[src/rtl/aes_word_cnt_csr_if.sv]
// Avalon-MM slave bus bundle for the word-count CSR block.
interface aes_word_cnt_csr_if #(
  parameter int unsigned ADDR_W = 32,
  parameter int unsigned DATA_W = 32
);
  logic [ADDR_W-1:0] avs_address;
  logic              avs_read;
  logic              avs_write;
  logic [DATA_W-1:0] avs_writedata;
  logic [DATA_W-1:0] avs_readdata;
  logic              avs_readdatavalid;
  logic              avs_waitrequest;

  modport master (
    output avs_address, avs_read, avs_write, avs_writedata,
    input  avs_readdata, avs_readdatavalid, avs_waitrequest
  );

  modport slave (
    input  avs_address, avs_read, avs_write, avs_writedata,
    output avs_readdata, avs_readdatavalid, avs_waitrequest
  );
endinterface

[src/rtl/aes_word_cnt_csr.sv]
// Snoops the generator/adder/remover stream handshakes and exposes saturating
// word counts plus a CTRL register over an Avalon-MM slave with read latency 1.
module aes_word_cnt_csr #(
  parameter int unsigned       ADDR_W    = 32,
  parameter int unsigned       DATA_W    = 32,
  parameter int unsigned       CNT_W     = 8,
  parameter logic [ADDR_W-1:0] BASE_ADDR = ADDR_W'('h1000)
) (
  input  logic                clk,
  input  logic                rst_n,
  input  logic                msg_valid,
  input  logic                msg_ready,
  input  logic                adder_valid,
  input  logic                adder_ready,
  input  logic                remover_valid,
  input  logic                remover_ready,
  aes_word_cnt_csr_if.slave   avs
);

  logic [2:0]        ev;
  logic              hit;
  logic [1:0]        sel;
  logic              wr_hit;
  logic              clr_all;
  logic [CNT_W-1:0]  cnt [3];
  logic [2:0]        ovf;
  logic              en;
  logic [DATA_W-1:0] rd_val;
  logic [DATA_W-1:0] readdata_q;
  logic              readdatavalid_q;
  logic              unused_wdata;

  assign ev      = {remover_valid & remover_ready,
                    adder_valid   & adder_ready,
                    msg_valid     & msg_ready};
  assign hit     = (avs.avs_address[ADDR_W-1:4] == BASE_ADDR[ADDR_W-1:4]) &&
                   (avs.avs_address[1:0] == 2'b00);
  assign sel     = avs.avs_address[3:2];
  assign wr_hit  = avs.avs_write & hit;
  assign clr_all = wr_hit && (sel == 2'd3) && avs.avs_writedata[1];

  assign unused_wdata = ^avs.avs_writedata[DATA_W-1:2];

  // Misses decode to zero so the master always gets a response.
  always_comb begin
    rd_val = '0;
    if (hit) begin
      case (sel)
        2'd0: begin
          rd_val[CNT_W-1:0] = cnt[0];
          rd_val[DATA_W-1]  = ovf[0];
        end
        2'd1: begin
          rd_val[CNT_W-1:0] = cnt[1];
          rd_val[DATA_W-1]  = ovf[1];
        end
        2'd2: begin
          rd_val[CNT_W-1:0] = cnt[2];
          rd_val[DATA_W-1]  = ovf[2];
        end
        default: rd_val[0] = en;
      endcase
    end
  end

  always_ff @(posedge clk or negedge rst_n) begin
    if (!rst_n) begin
      for (int unsigned i = 0; i < 3; i++) begin
        cnt[i] <= '0;
      end
      ovf             <= '0;
      en              <= 1'b1;
      readdata_q      <= '0;
      readdatavalid_q <= 1'b0;
    end else begin
      readdatavalid_q <= avs.avs_read;
      if (avs.avs_read) begin
        readdata_q <= rd_val;
      end
      if (wr_hit && (sel == 2'd3)) begin
        en <= avs.avs_writedata[0];
      end
      // Clear wins over the old count but a same-cycle event still lands as 1.
      for (int unsigned i = 0; i < 3; i++) begin
        if (clr_all || (wr_hit && (sel == 2'(i)))) begin
          cnt[i] <= (ev[i] && en) ? CNT_W'(1) : '0;
          ovf[i] <= 1'b0;
        end else if (ev[i] && en) begin
          if (cnt[i] == '1) begin
            ovf[i] <= 1'b1;
          end else begin
            cnt[i] <= cnt[i] + CNT_W'(1);
          end
        end
      end
    end
  end

  assign avs.avs_readdata      = readdata_q;
  assign avs.avs_readdatavalid = readdatavalid_q;
  assign avs.avs_waitrequest   = 1'b0;

endmodule

[src/flat_wrapper.sv]
// flat-port wrapper written by rule: the top's interface ports become plain ports
module aes_word_cnt_csr_flat 
#(
  parameter int unsigned       ADDR_W    = 32,
  parameter int unsigned       DATA_W    = 32,
  parameter int unsigned       CNT_W     = 8,
  parameter logic [ADDR_W-1:0] BASE_ADDR = ADDR_W'('h1000)
)
  (clk, rst_n, msg_valid, msg_ready, adder_valid, adder_ready, remover_valid, remover_ready, avs_avs_address, avs_avs_read, avs_avs_write, avs_avs_writedata, avs_avs_readdata, avs_avs_readdatavalid, avs_avs_waitrequest);
  aes_word_cnt_csr_if #(.ADDR_W(ADDR_W), .DATA_W(DATA_W)) avs_i ();
  input  logic clk;
  input  logic rst_n;
  input  logic msg_valid;
  input  logic msg_ready;
  input  logic adder_valid;
  input  logic adder_ready;
  input  logic remover_valid;
  input  logic remover_ready;
  input wire logic [$bits(avs_i.avs_address)-1:0] avs_avs_address;
  input wire logic [$bits(avs_i.avs_read)-1:0] avs_avs_read;
  input wire logic [$bits(avs_i.avs_write)-1:0] avs_avs_write;
  input wire logic [$bits(avs_i.avs_writedata)-1:0] avs_avs_writedata;
  output wire logic [$bits(avs_i.avs_readdata)-1:0] avs_avs_readdata;
  output wire logic [$bits(avs_i.avs_readdatavalid)-1:0] avs_avs_readdatavalid;
  output wire logic [$bits(avs_i.avs_waitrequest)-1:0] avs_avs_waitrequest;
  assign avs_i.avs_address = avs_avs_address;
  assign avs_i.avs_read = avs_avs_read;
  assign avs_i.avs_write = avs_avs_write;
  assign avs_i.avs_writedata = avs_avs_writedata;
  assign avs_avs_readdata = avs_i.avs_readdata;
  assign avs_avs_readdatavalid = avs_i.avs_readdatavalid;
  assign avs_avs_waitrequest = avs_i.avs_waitrequest;
  aes_word_cnt_csr #(.ADDR_W(ADDR_W), .DATA_W(DATA_W), .CNT_W(CNT_W), .BASE_ADDR(BASE_ADDR)) u_core (.clk(clk), .rst_n(rst_n), .msg_valid(msg_valid), .msg_ready(msg_ready), .adder_valid(adder_valid), .adder_ready(adder_ready), .remover_valid(remover_valid), .remover_ready(remover_ready), .avs(avs_i));
endmodule
[config.mk]
export PLATFORM = sky130hd
export DESIGN_NAME = aes_word_cnt_csr_flat
export DESIGN_NICKNAME = d
export VERILOG_FILES = /design/src/rtl/aes_word_cnt_csr_if.sv /design/src/rtl/aes_word_cnt_csr.sv /design/src/flat_wrapper.sv
export SDC_FILE = /design/constraint.sdc
export NUM_CORES = 1
export LEC_CHECK = 0
export BUFFER_PORTS_ARGS = -buffer_cell sky130_fd_sc_hd__buf_2
export CAP_MARGIN = 20
export CORE_UTILIZATION = 47
export CTS_CLUSTER_SIZE = 30
export DETAILED_ROUTE_END_ITERATION = 8
export PLACE_DENSITY = 0.8
export SLEW_MARGIN = 20
export SYNTH_ARGS = -nofsm -noshare
export SYNTH_HDL_FRONTEND = slang
export SYNTH_SLANG_ARGS = --single-unit
[constraint.sdc]
create_clock -name clk -period 2 [get_ports clk]
set_input_delay 0.6 -clock clk [delete_from_list [all_inputs] [get_ports clk]]
set_output_delay 0.6 -clock clk [all_outputs]
set_load 0.01 [all_outputs]
==> out/results.ini, run 1 <==
[cells_and_area]
antenna_cells = 0
ff_latch_area_um2 = 952
final_util_pct = 58.2
drive_gt1_share_pct = 27.9
fill_cells = 435
fin_cells = 372
layout.nets = 381
multi_input_area_um2 = 1280
area_growth_pct = 18.0

[drt]
vias_per_cell = 5.14
drc = 0
ant_nets = 0
via_count = 1912
wl_per_cell_um = 12.9
drt_iter0_drc = 93
drt_wl_total_mm = 4.78
drtPass1Iterations = 4

[job]
cap_violations = 0

[synthesis]
netlist_instances = 241
yosysSeqAreaShare_pct = 40.3
ys_ff_latch = 38
synth_largest_area_cell = dfrtp_1
synth_area_um2 = 2360
yosysTopAreaCellShare_pct = 39.2
synth.area.top_cells = dfrtp_1 (39%), buf_4 (7.6%), nor4_4 (6.3%)
synth_cell_types = 34
yosys_warnings = 0
synth.avg_cell_area_um2 = 9.80

[pwr]
power_density_nw_per_um2 = 520
seq_power_share_pct = 53.2
ir_worst_vdd_mv = 0.257
p_leak_uw = 0.00141
combPwrFrac_pct = 9.6
internal_power_uw = 1100
p_total_uw = 1450
power_switching_share_pct = 24.2
clkPwrFrac_pct = 37.3
power.switching_uw = 350

[clocking]
numCtsBuffers = 5
cts.clk_slew.worst_paths_ps = 70
clock_sinks = 38
cts.path.max_buffers = 2
clock-root-buffer = clkbuf_8
cts_tree = done
postCtsHoldBufs = 0
clk_latency_ps = 290
cts_max_level = 2

[global_route]
grt_pass1_wl_mm = 8.15
grt_max_degree = 39
antenna_found_initial = 0
grt_pass1_vias = 1775
track_usage_pct = 20.3
grt-ovfl-total = 0

[timing]
fin_worst_skew_ps = 5.54
setup_violations = 0
rsz0062_at_grt = false
max_freq_mhz = 561
post-route-period-util_pct = 89.2
hold_viol_final = 0
min_period_ps = 1780
slew_violations = 0

[critical_path]
cpMaxStageDelayCell = dfrtp_1
cp_max_fo = 6
end_kind = flip-flop
crit_buf_inv = 0
required_ps = 2180
crit_chain = ha_1, and3_1, a21oi_1, nor3b_1, a211o_1
criticalPathCategory = reg2reg
start_kind = flip-flop
path_delay_family = compound AO/OA/AOI/OAI gates
cp.arrival_ps = 1970
slowest_delay_ps = 430

[floorplanning]
core_um2 = 4790
die_h_um = 72.9
ios = 108
die_x_um = 72.9
placementRows = 25
start_util_pct = 49.3
die-area_um2 = 5310

[placement]
place_congestion = 0.776
io_buffers = 53
dp.cells = 364
place_hpwl_mm = 3.82

[worst_hold_path]
min_path_type = in2async

[outcome]
status = finished clean

==> layout by cell type, fill, tap and decap left out, drive strengths merged, types with 2 or more instances in the layout <==
cell type,count
buf,62
nor3b,3
a21oi,14
xor2,15
nor4,10
dfrtp,37
clkbuf,7
and4,2
o22ai,8
conb,24
inv,13
nor2,35
mux2i,11
o21a,2
a211o,3
o21ai,5
nor2b,3
ha,3
and3,8
nand2,5
or3,2
nand4,9
nand3,16
==> per-stage QoR <==
stage | cell area (um^2) | hold WS (ps) | worst slack [ps] | TNS (ps)
after global routing | 2790 | 404 | 68.3 | 0
after floorplan | 2470 | 304 | -7.07 | -14.1
final | 2790 | 355 | 216 | 0
after global placement | 2690 | 487 | -38.2 | -38.3
after detailed placement | 2690 | 500 | -71.8 | -740
after CTS | 2780 | 358 | 217 | 0
==> cells by family (layout without fill, tap and decap cells) <==
kind of cell | count (synthesis) | count (layout) | share of synthesized area (%)
mux | 13 | 13 | 6.09
simple gates | 94 | 94 | 26.8
flops | 38 | 38 | 40.3
compound gates | 34 | 34 | 8.48
fa+ha+maj | 3 | 3 | 1.59
buf+inv | 42 | 83 | 10.6
xor+xnor | 16 | 16 | 5.94
other cells | 1 | 24 | 0.159
==> worst register-to-register path, delay by kind of cell (launching register included) <==
kind	cells	cell delay, ps
fa+ha+maj	1	230
compound gates	2	670
flops	1	430
simple gates	2	360
==> layout make-up <==
cell class                      count  share of cell area (%)
Clock inverter                      1                   0.180
Clock buffer                        7                    3.10
Tap cell                           67                    3.01
Sequential cell                    38                    34.2
Multi-Input combinational cell    184                    45.8
Timing Repair Buffer               62                    11.9
Inverter                           13                    1.75
==> sequential cells by signal, indices dropped and copies added (netlist names) <==
register	cells
u_core.avs.avs_readdata	9
u_core.avs.avs_readdatavalid	1
u_core.cnt	24
u_core.en	1
u_core.ovf	3
==> metal layers <==
metal | up-vias | wire length [um] | track usage (%) | part of all wire, %
li1 | 926 | - | - | -
met1 | 908 | 2140 | 27.1 | 45
met2 | 67 | 2300 | 32.9 | 48
met3 | 11 | 250 | 4.01 | 5.2
met4 | 0 | 95 | 7.41 | 2.0
met5 | - | 0 | 0 | 0
==> timing repair <==
action / CTS / global route
endpoints found under the setup margin: 0 / 1
gates resized for setup: 0 / 1
buffers inserted: 0 / 0
==> final timing paths <==
kind	start	endpoint	slack [ps]	cells past startpoint
max	u_core.cnt[16]	u_core.cnt[16]	220	5
min	rst_n	u_core.avs.avs_readdata[0]	350	2
max reg2reg	u_core.cnt[16]	u_core.cnt[16]	220	5
min reg2reg	u_core.ovf[1]	u_core.ovf[1]	510	2
max in group asynchronous	rst_n	u_core.en	1300	2
min in group clk	u_core.ovf[1]	u_core.ovf[1]	510	2
==> power by group through the flow <==
stage / Sequential (uW) / Clock, uW / Combinational (uW)
2_1_floorplan: 785 / 0 / 89.9
3_3_place_gp: 784 / 0 / 138
3_5_place_dp: 784 / 0 / 140
4_1_cts: 769 / 554 / 141
5_1_grt: 769 / 582 / 155
6_report: 769 / 539 / 139
==> cell usage after synthesis <==
master,instances
buf_2,2
mux4_2,1
inv_1,13
nand4_1,7
nand4_4,2
o22ai_1,8
conb_1,1
a31oi_1,1
nor2b_1,3
o21ai_0,5
a211o_1,3
nor4_2,2
mux2i_1,11
and3_1,8
xor2_1,15
nor3b_1,3
buf_4,24
dfstp_2,1
o21a_1,2
dfrtp_1,37
a21oi_1,14
nor4_1,1
xnor2_1,1
nand3_1,16
clkbuf_1,3
or3_1,2
and4_1,2
nor2_1,35
mux2_2,1
ha_1,3
nor4_4,7
nor4b_2,1
nand2_1,5
a211oi_1,1
(Power assumes the default switching activity.)
==> inputs of run 2 (changes only) <==
--- a/config.mk
+++ b/config.mk
@@ -11,6 +11,7 @@
 export CTS_CLUSTER_SIZE = 30
 export DETAILED_ROUTE_END_ITERATION = 8
 export PLACE_DENSITY = 0.8
+export SETUP_SLACK_MARGIN = 0.5
 export SLEW_MARGIN = 20
 export SYNTH_ARGS = -nofsm -noshare
 export SYNTH_HDL_FRONTEND = slang
==> run 2 against run 1 <==
Effect of this change: clock-buffer cell count shrank 1; final area rose by 8.3%; hold slack gained 3.7 ps; critical path type is now in2reg; cell count up 2.7%.
==> out/results.ini, run 2 (synthesized netlist as in run 1, its figures left out) <==
[placement]
io_buffers = 53  ; unchanged
dp.cells = 364  ; unchanged
place_hpwl_mm = 3.72  ; -2.8%
place_congestion = 0.832  ; +7.2%

[outcome]
status = finished clean

[cells_and_area]
final_cell_mix = buf_2 (46), dfrtp_1 (35), nor2_1 (29)
final_common_cell = buf_2
drive_gt1_share_pct = 36.8  ; +9.0 points
layout.nets = 393  ; +3.1%
antenna_cells = 0  ; unchanged
fin_cells = 382  ; +2.7%
largest_reg_flops = 24  ; unchanged
fill_cells = 397  ; -8.7%
regMostFlops = u_core.cnt
area_growth_pct = 27.8

[drt]
drt_wl_total_mm = 5.25  ; +9.7%
via_count = 1995  ; +4.3%
ant_nets = 0  ; unchanged
drc = 0  ; unchanged
drt_iter0_drc = 127  ; +37%
drtPass1Iterations = 4  ; unchanged
vias_per_cell = 5.22  ; +1.6%
wl_per_cell_um = 13.7  ; +6.9%

[timing]
rsz0062_at_grt = true
slew_violations = 0  ; unchanged
post-route-period-util_pct = 86.7  ; -2.5 points
min_period_ps = 1730  ; -50.3 ps
holdWs_ps = 358  ; +3.72 ps
fin_worst_skew_ps = 4.52  ; -1.03 ps
max_freq_mhz = 577  ; +2.9%
setup_violations = 0  ; unchanged
hold_viol_final = 0  ; unchanged
setup_tns_ps = 0  ; unchanged

[floorplanning]
die-area_um2 = 5310  ; unchanged
start_util_pct = 49.3  ; unchanged
placementRows = 25  ; unchanged
die_h_um = 72.9  ; unchanged
die_x_um = 72.9  ; unchanged
core_um2 = 4790  ; unchanged
ios = 108  ; unchanged

[critical_path]
slowest_delay_ps = 340  ; -90 ps
path_delay_family = simple AND/OR/NAND/NOR gates
cpMostUsedCell = nor4_4
rr_endpoint = u_core.cnt[13]
reg2regPathDepth = 5  ; unchanged
end_kind = flip-flop
r2r-start = u_core.en
required_ps = 2170  ; about the same
cp_max_fo = 5  ; -1
cpMaxStageDelayCell = nor4_4
cp.arrival_ps = 1900  ; -70 ps
crit_buf_inv = 1  ; +1
criticalPathCategory = in2reg
crit_chain = buf_6, nor4_4, nand4_4, nor4_4, nor3b_2, a211o_1
start_kind = input port
r2r_slack_ps = 300  ; +80 ps

[clocking]
cts.clk_slew.worst_paths_ps = 70  ; about the same
cts.path.max_buffers = 2  ; unchanged
cts_max_level = 2  ; unchanged
clock-root-buffer = clkbuf_8
postCtsHoldBufs = 0  ; unchanged
clk_latency_ps = 290  ; about the same
cts_tree = done
numCtsBuffers = 5  ; unchanged
clock_sinks = 38  ; unchanged

[global_route]
grt_max_degree = 39  ; unchanged
track_usage_pct = 21.8  ; +1.4 points
antenna_found_initial = 0  ; unchanged
grt-ovfl-total = 0  ; unchanged
grt_pass1_wl_mm = 8.73  ; +7.1%
grt_pass1_vias = 1921  ; +8.2%

[pwr]
p_leak_uw = 0.00145  ; +3.5%
ir_worst_vdd_mv = 0.236  ; -7.9%
power_density_nw_per_um2 = 473  ; -8.9%
p_total_uw = 1430  ; -1.3%

[worst_hold_path]
min_path_type = in2async

[job]
cap_violations = 0  ; unchanged

run 2: cell types whose count changed in the layout (fill, tap and decap cells not counted), moves of 3 or more:
cell	delta
buf_4	+9
nor2_1	-6
nor2_2	+5
buf_6	+10
buf_2	-7
nand3_1	-3
nand3_2	+3
run 2: worst max path at each step:
| stage | start | to | slack [ps] | cells past startpoint |
|---|---|---|---|---|
| after floorplan | avs_avs_address[19] | u_core.cnt[0] | -7 | 5 |
| after global placement | avs_avs_address[7] | u_core.cnt[8] | -50 | 6 |
| after detailed placement | avs_avs_address[7] | u_core.cnt[8] | -90 | 6 |
| after CTS | avs_avs_address[7] | u_core.cnt[8] | 270 | 6 |
| after global routing | u_core.cnt[9] | u_core.cnt[13] | 180 | 6 |
| final | avs_avs_address[7] | u_core.cnt[8] | 270 | 6 |
run 2: final cells by class:
type                       instances  area [um^2]  share of cell area [%]
tap                               67         83.8                    2.78
multi-input combinational        184         1370                    45.4
inverter                          13         48.8                    1.62
clock buffer                       6         82.6                    2.74
timing repair buffer              74          478                    15.8
sequential                        38          955                    31.6
run 2: power by group:
| part | switching, uW | internal [uW] | total (uW) |
|---|---|---|---|
| clock network | 245 | 265 | 510 |
| registers | 0.186 | 769 | 770 |
| logic | 90.8 | 57.3 | 148 |
run 2: what timing repair did:
action	in CTS	in global routing
pin swaps	17	3
cloned	1	0
resized for setup	19	16
setup buffers	9	2
hold endpoints to repair	0	0
setup endpoints to repair	37	37
run 2: worst reg2reg max path, delay by kind of cell, from the launching register on:
| kind | cells | cell delay (ps) |
|---|---|---|
| and+or+nand+nor | 3 | 650 |
| DFF | 1 | 580 |
| AOI/OAI and AO/OA | 2 | 390 |
run 2: routing by layer:
metal,GRT usage [%],routed length [um],vias up
met4,9.80,178,0
met5,0,0,-
met1,28.1,2300,959
met3,4.42,292,14
li1,-,-,948
met2,35.3,2480,74
run 2: through the flow:
stage | utilization, % | cell area (um^2) | setup WS (ps)
after detailed placement | 56.3 | 2690 | -89.1
after CTS | 61.4 | 2940 | 271
final | 63.0 | 3020 | 267
after global placement | 56.3 | 2690 | -53.5
after floorplan | - | 2480 | -6.69
after global routing | 63.0 | 3020 | 176
==> inputs of run 3 (changes only) <==
--- a/config.mk
+++ b/config.mk
@@ -11,8 +11,10 @@
 export CTS_CLUSTER_SIZE = 30
 export DETAILED_ROUTE_END_ITERATION = 8
 export PLACE_DENSITY = 0.8
+export RECOVER_POWER = 50
 export SETUP_SLACK_MARGIN = 0.5
 export SLEW_MARGIN = 20
 export SYNTH_ARGS = -nofsm -noshare
 export SYNTH_HDL_FRONTEND = slang
 export SYNTH_SLANG_ARGS = --single-unit
+export TNS_END_PERCENT = 20
==> run 3 against run 2 <==
Effect of this change: register-to-register slack hardly changed; via count is 3.5% lower; wire length is 4.4% lower; final area is 3.5% lower; worst setup slack worse by 34 ps; critical path type unchanged; largest power group unchanged; highest routed layer unchanged.
==> out/results.ini, run 3 (synthesized netlist as in run 1, its figures left out) <==
[clocking]
cts_tree = done
cts.path.max_buffers = 2  ; unchanged
clock-root-buffer = clkbuf_8
cts.clk_slew.worst_paths_ps = 70  ; about the same
cts_max_level = 2  ; unchanged
clk_latency_ps = 290  ; about the same
numCtsBuffers = 5  ; unchanged
clock_sinks = 38  ; unchanged

[cells_and_area]
drive_gt1_share_pct = 30.8  ; -6.1 points
largest_reg_flops = 24  ; unchanged
antenna_cells = 0  ; unchanged
regMostFlops = u_core.cnt
final_cell_mix = buf_2 (46), nor2_1 (35), dfrtp_1 (35)
final_common_cell = buf_2
area_growth_pct = 23.3
layout.nets = 388  ; -1.3%
fill_cells = 404  ; +1.8%

[critical_path]
cp_max_fo = 5  ; unchanged
required_ps = 2180  ; about the same
crit_chain = buf_6, nor4_4, nand4_4, nor4_4, buf_4, nor3b_1, a211o_1
crit_buf_inv = 2  ; +1
cp.arrival_ps = 1950  ; +50 ps
path_delay_family = simple AND/OR/NAND/NOR gates
cpMaxStageDelayCell = nor4_4
cpMostUsedCell = nor4_4
slowest_delay_ps = 330  ; about the same
end_kind = flip-flop
start_kind = input port
criticalPathCategory = in2reg

[job]
cap_violations = 0  ; unchanged

[timing]
max_freq_mhz = 566  ; -1.9%
post-route-period-util_pct = 88.4  ; +1.7 points
slew_violations = 0  ; unchanged
fin_worst_skew_ps = 6.49  ; +1.98 ps
min_period_ps = 1770  ; +34.1 ps
relSlewSlack_pct = 36.4
hold_viol_final = 0  ; unchanged
setup_slack_ps = 232  ; -34.1 ps
rsz0062_at_grt = true
setup_violations = 0  ; unchanged
worstMarginPinSlew_ps = 953
setup_tns_ps = 0  ; unchanged

[drt]
drtPass1Iterations = 4  ; unchanged
drt_iter0_drc = 134  ; +5.5%
drc = 0  ; unchanged
vias_per_cell = 5.08  ; -2.7%
drt_wl_total_mm = 5.02  ; -4.4%
ant_nets = 0  ; unchanged
wl_per_cell_um = 13.2  ; -3.6%
via_count = 1926  ; -3.5%

[placement]
place_congestion = 0.805  ; -3.2%
place_ws_ps = -114  ; -24.8 ps
place_hpwl_mm = 3.70  ; -0.42%
io_buffers = 53  ; unchanged

[floorplanning]
die_h_um = 72.9  ; unchanged
die-area_um2 = 5310  ; unchanged
core_um2 = 4790  ; unchanged
placementRows = 25  ; unchanged
die_x_um = 72.9  ; unchanged
ios = 108  ; unchanged
start_util_pct = 49.3  ; unchanged

[outcome]
status = finished clean

[global_route]
antenna_found_initial = 0  ; unchanged
gr-usage-met2_pct = 35.2  ; -0.10 points
grt-ovfl-total = 0  ; unchanged
grtUsageMet3_pct = 5.39  ; +0.97 points
grt_pass1_wl_mm = 8.40  ; -3.7%
track_usage_pct = 21.0  ; -0.71 points
busiest_layer = met2
use_met1_pct = 27.1  ; -1.0 points
grt_pass1_vias = 1850  ; -3.7%
grt_max_degree = 39  ; unchanged

[pwr]
power_density_nw_per_um2 = 498  ; +5.2%
p_leak_uw = 0.00144  ; -1.2%
p_total_uw = 1450  ; +1.6%
ir_worst_vdd_mv = 0.248  ; +4.9%

[worst_hold_path]
min_path_type = reg2reg

-- run 3: report_power, final --
group	switching [uW]	total, uW	internal (uW)
Sequential	0.248	769	769
Combinational	91.1	144	52.5
Clock	260	538	278
-- run 3: metal layers --
metal | wire, um | share of wire, % | up-vias
met5 | 0 | 0 | -
met4 | 27 | 0.54 | 0
met3 | 234 | 4.7 | 4
met2 | 2540 | 51 | 65
met1 | 2220 | 44 | 915
li1 | - | - | 942
-- run 3: metrics by stage --
stage / util [%] / cell area, um^2 / std cells / hold WS [ps]
6_report: 60.8 / 2910 / 379 / 507
5_1_grt: 60.8 / 2910 / 379 / 539
4_1_cts: 59.4 / 2840 / 376 / 358
3_5_place_dp: 56.2 / 2690 / 364 / 496
3_3_place_gp: 56.2 / 2690 / 364 / 491
2_1_floorplan: - / 2470 / 264 / 304
-- run 3: what timing repair did --
action                                  4_1_cts  5_1_grt
buffers inserted                              3        3
resized for setup                             7       13
hold buffers                                  0        0
endpoints found under the setup margin       36       37
pin swaps                                     2        5
endpoints found under the hold margin         0        0
cloned                                        1        0
-- run 3: cell type report --
type,count,area [um^2],share of cell area [%]
well taps,67,83.8,2.88
inverters,13,48.8,1.68
multi-input cells,184,1330,45.5
clock buffers,7,86.3,2.97
flip-flops and latches,38,955,32.8
repair buffers,69,408,14.0
clock inverters,1,5.00,0.172
-- run 3: path summary, 6_finish.rpt --
path	startpoint	to	slack (ps)	depth (start not counted)
max in group asynchronous	rst_n	u_core.cnt[8]	820	2
min reg2reg	u_core.ovf[1]	u_core.ovf[1]	510	2
min in group asynchronous	rst_n	u_core.avs.avs_readdata[4]	530	2
min	u_core.ovf[1]	u_core.ovf[1]	510	2
max	avs_avs_address[7]	u_core.cnt[8]	230	7
max reg2reg	u_core.en	u_core.cnt[5]	290	5
-- run 3: tightest hold or removal path, cell delays in order (launching register included) --
cell and delay [ps]:
dfrtp_1 350, a21oi_1 40, nor2_1 70
